### src/rtl/contador_updown_param.sv
// Parameterised up/down counter with clamped parallel load, terminal count and boundary pulse.
// Define CONTADOR_SATURATE_EN to hold at the boundaries instead of wrapping modulo MAX_VAL+1.
module contador_updown_param #(
  parameter int               WIDTH   = 4,
  parameter logic [WIDTH-1:0] MAX_VAL = {WIDTH{1'b1}}
) (
  input  logic             clk,
  input  logic             rst,
  input  logic             en,
  input  logic             up,
  input  logic             load,
  input  logic [WIDTH-1:0] d,
  output logic [WIDTH-1:0] q,
  output logic             tc,
  output logic             wrap
);

  localparam logic [WIDTH-1:0] ONE  = {{(WIDTH-1){1'b0}}, 1'b1};
  localparam logic [WIDTH-1:0] ZERO = '0;

  logic [WIDTH-1:0] r_q;
  logic             r_wrap;

  logic             w_atMax;
  logic             w_atZero;
  logic             w_boundary;
  logic [WIDTH-1:0] w_loadVal;
  logic [WIDTH-1:0] w_next;

  assign w_atMax    = (r_q == MAX_VAL);
  assign w_atZero   = (r_q == ZERO);
  assign w_boundary = up ? w_atMax : w_atZero;
  assign w_loadVal  = (d > MAX_VAL) ? MAX_VAL : d;

  // The boundary value is chosen explicitly so q never holds anything above MAX_VAL.
  always_comb begin
    w_next = r_q;
    if (up) begin
      if (w_atMax) begin
`ifdef CONTADOR_SATURATE_EN
        w_next = r_q;
`else
        w_next = ZERO;
`endif
      end else begin
        w_next = r_q + ONE;
      end
    end else begin
      if (w_atZero) begin
`ifdef CONTADOR_SATURATE_EN
        w_next = r_q;
`else
        w_next = MAX_VAL;
`endif
      end else begin
        w_next = r_q - ONE;
      end
    end
  end

  always_ff @(posedge clk) begin
    if (rst) begin
      r_q    <= ZERO;
      r_wrap <= 1'b0;
    end else if (load) begin
      r_q    <= w_loadVal;
      r_wrap <= 1'b0;
    end else if (en) begin
      r_q    <= w_next;
      r_wrap <= w_boundary;
    end else begin
      r_wrap <= 1'b0;
    end
  end

  assign q    = r_q;
  assign wrap = r_wrap;
  assign tc   = en & w_boundary;

endmodule

### config.mk
export PLATFORM = sky130hd
export DESIGN_NAME = contador_updown_param
export DESIGN_NICKNAME = d
export VERILOG_FILES = /design/src/rtl/contador_updown_param.sv
export SDC_FILE = /design/constraint.sdc
export NUM_CORES = 1
export LEC_CHECK = 0
export CAP_MARGIN = 10
export CORE_AREA = 3 3 40 42
export CTS_BUF_LIST = sky130_fd_sc_hd__clkbuf_4
export DETAILED_ROUTE_END_ITERATION = 8
export DIE_AREA = 0 0 43 45
export HOLD_SLACK_MARGIN = 0.03
export SLEW_MARGIN = 20
export SYNTH_ARGS = -nofsm -noshare
export SYNTH_HDL_FRONTEND = slang
export SYNTH_SLANG_ARGS = --single-unit
### constraint.sdc
create_clock -name clk -period 2.65 [get_ports clk]
set_input_delay 0.6625 -clock clk [delete_from_list [all_inputs] [get_ports clk]]
set_output_delay 0.6625 -clock clk [all_outputs]
set_load 0.01 [all_outputs]
==> run_results.csv <==
group,metric,value,unit
run_status,status,"complete, no violations",
power,combinationalPowerShare,0.275,
sta,rsz0062_at_grt,"no",
sta,finalCriticalPeriod,2.54,ns
clock_network,htreeDepth,1,
min_path,min_delay_path_depth,2,
power,irDropWorstVdd,234,uV
critical_path,r2r-end,"q[3]",
sta,worst_pin_slew,0.310,ns
synth,synth_nets,54,
global_route,grt_pass1_wl,1390,um
layout,multi_input_area,226,um2
power,seqPwrFrac,0.343,
sta,timing.hold.ws,0.675,ns
floorplanning,dieArea,1940,um2
critical_path,r2r_start,"q[0]",
synth,synth-simple-area-share,0.172,
synth,ys_types,25,
critical_path,cp_cell_sequence,"clkdlybuf4s50_1 -> nand2b_1 -> nor3_1 -> a41oi_1 -> nor2b_1 -> dlygate4sd2_1",
power,power_density,471,nW/um2
synth,synth_cells,43,
routing,wl,873,um
synth,synth_adder_area_share,0.0717,
floorplanning,ios,15,
synth,synthXorXnorAreaFrac,0.0753,
synth,synth-seq-cells,5,
floorplanning,num_rows,13,
routing,via_per_inst,4.81,
power,clkPwrFrac,0.382,
layout,seq_area,100,um2
global_route,grt_antenna_before_repair,0,
global_route,grt_max_degree,9,
critical_path,max_stage_delay,0.47,ns
global_route,grt_overflow_total,0,
power,p_sw,72.1,uW
critical_path,critPathLaunch,"up",
sta,finalHoldViolCount,0,
synth,ys_warn_count,0,
power,p_leak,0.000229,uW
floorplanning,floorplan.initialDensity,0.272,
layout,layout.nets,75,
critical_path,path_class,"in -> out",
global_route,grt_pass1_vias,340,
routing,drt_first_pass_iters,4,
layout,fillers,141,
clock_network,path_clk_slew,0.04,ns
sta,max_slew_margin,0.791,
synth,ys_seq_area_frac,0.287,
power,p_sw_frac,0.275,
critical_path,r2r_cells,4,
critical_path,cp_slowest_cell,"clkdlybuf4s50_1",
synth,synth_top_family_by_area,"compound AO/OA/AOI/OAI gates",
job,cap_violations,0,
min_path,hp-class,"reg -> reg",
critical_path,cp-endpoint,"tc",
layout,syn2layout_area_growth,59.1,%
sta,drv_slew,0,
critical_path,worstPathArrival,1.88,ns
routing,drt_iter0_drc,14,
synth,synth_compound_area_frac,0.301,
sta,post-route-period-util,0.959,
global_route,grt_use_total,0.101,
placed_design,hpwl,659,um
sta,setup_ws,0.109,ns
critical_path,cp.required,1.99,ns
clock_network,cts_setup_buffers,0,
power,finalPower,262,uW
layout,antenna_cells,0,
clock_network,clock-sinks,5,
placed_design,post-place-ws,-0.133,ns
placed_design,port_buffers,14,
sta,fin_skew,0.00104,ns
floorplanning,die_w,43,um
layout,drive_above_1_share,0.159,
routing,remaining_drc_errors,0,
critical_path,worstSetupEndpointType,"primary output",
clock_network,cts_tree,"built",
synth,synthesis.area,349,um2
layout,final_util,0.432,
sta,timing.fmax,0.393,GHz
critical_path,crit_path_start_kind,"input port",
routing,drtAntennaViolNets,0,
clock_network,root_buffer,"clkbuf_4",
sta,finalSetupViolations,0,
synth,synthMuxAreaShare,0.0287,
synth,avgSynthCellArea,8.12,um2
power,power.internal,190,uW
critical_path,worstPathMaxFanout,2,
clock_network,worstSkewPairLatency,0.24,ns
placed_design,place.gp.congestion,0.720,
critical_path,reg2reg_slack,1.19,ns
floorplanning,coreArea,1280,um2
clock_network,cts_made_buffers,3,
floorplanning,dieHeight,45,um
clock_network,cts_max_path_buffers,2,
routing,vias,375,
routing,wl_per_cell,11.2,um
[metal layers]
layer | GRT usage | up-vias | wire, um
li1 | - | 195 | -
met5 | 0 | - | 0
met4 | 0.108 | 0 | 4
met1 | 0.125 | 159 | 416
met2 | 0.144 | 19 | 379
met3 | 0.0120 | 2 | 73
[layout make-up]
cell class	instances	area share
multi-input cells	32	0.408
repair buffers	17	0.291
inverters	5	0.0338
well taps	15	0.0338
clock buffers	4	0.0541
flip-flops and latches	5	0.180
[worst max-delay path, delay by kind of cell]
family	cells	cell delay (ns)
compound gates	1	0.23
simple gates	3	0.24
buf+inv	2	0.75
[kinds of logic after synthesis]
family	count (synthesis)
muxes	1
xor gates and xnor gates	3
DFF	5
buffers and inverters	6
AOI/OAI and AO/OA	14
adders and majority gates	2
and+or+nand+nor	12
[stage by stage]
stage,setup TNS [ns],cells,cell area [um2]
after floorplan,0,43,349
final,0,78,556
after detailed placement,-0.133,74,527
after global placement,-0.136,74,527
after global routing,0,78,556
after CTS,0,78,556
[flip-flops by register name (all words and copies together) (netlist names)]
name,flops
q,4
wrap,1
[cell usage in the layout (no fill, tap or decap), drive strengths merged, types with 2 or more instances in the layout]
master / netlist / routed
nand2: 5 / 5
dfxtp: 5 / 5
buf: 0 / 3
clkbuf: 1 / 4
nor2: 2 / 2
a41oi: 2 / 2
clkdlybuf4s50: 0 / 13
a21oi: 5 / 5
xor2: 2 / 2
inv: 5 / 5
ha: 2 / 2
[worst min-delay path by stage]
stage                end  slack [ns]  startpoint
floorplan           q[2]        0.63        q[2]
global placement    q[2]        0.64        q[2]
detailed placement  q[2]        0.65        q[2]
CTS                 q[2]        0.67        q[2]
global route        q[2]        0.72        q[2]
finish              q[2]        0.67        q[2]
[cells in the mapped netlist, drive strengths merged]
cell	number	share of area
dfxtp	5	0.29
xor2	2	0.050
o21ai	1	0.014
nor2b	1	0.018
or4	1	0.022
nor4b	1	0.025
nand2	5	0.054
nor2	2	0.022
a21oi	5	0.072
inv	5	0.054
clkbuf	1	0.011
a21boi	1	0.022
nor3	1	0.014
nand2b	1	0.018
o21bai	1	0.022
xnor2	1	0.025
a21bo	1	0.029
o31ai	1	0.022
a41oi	2	0.072
ha	2	0.072
a211oi	1	0.022
mux2i	1	0.029
a311o	1	0.029
[power by group through the flow]
stage | clock [uW] | combinational (uW) | sequential, uW
after floorplan | 0 | 33.7 | 92.2
after global placement | 0 | 71.7 | 90.9
after detailed placement | 0 | 72.7 | 91.1
final | 100 | 72.0 | 89.8
after CTS | 105 | 72.6 | 89.7
after global routing | 111 | 79.3 | 91.2
[timing repair]
item	CTS	global route
endpoints found under the setup margin	1	0
hold buffers	0	0
resized for setup	1	0
hold endpoints to repair	0	0
No activity file was read; power rests on OpenSTA's default activity.
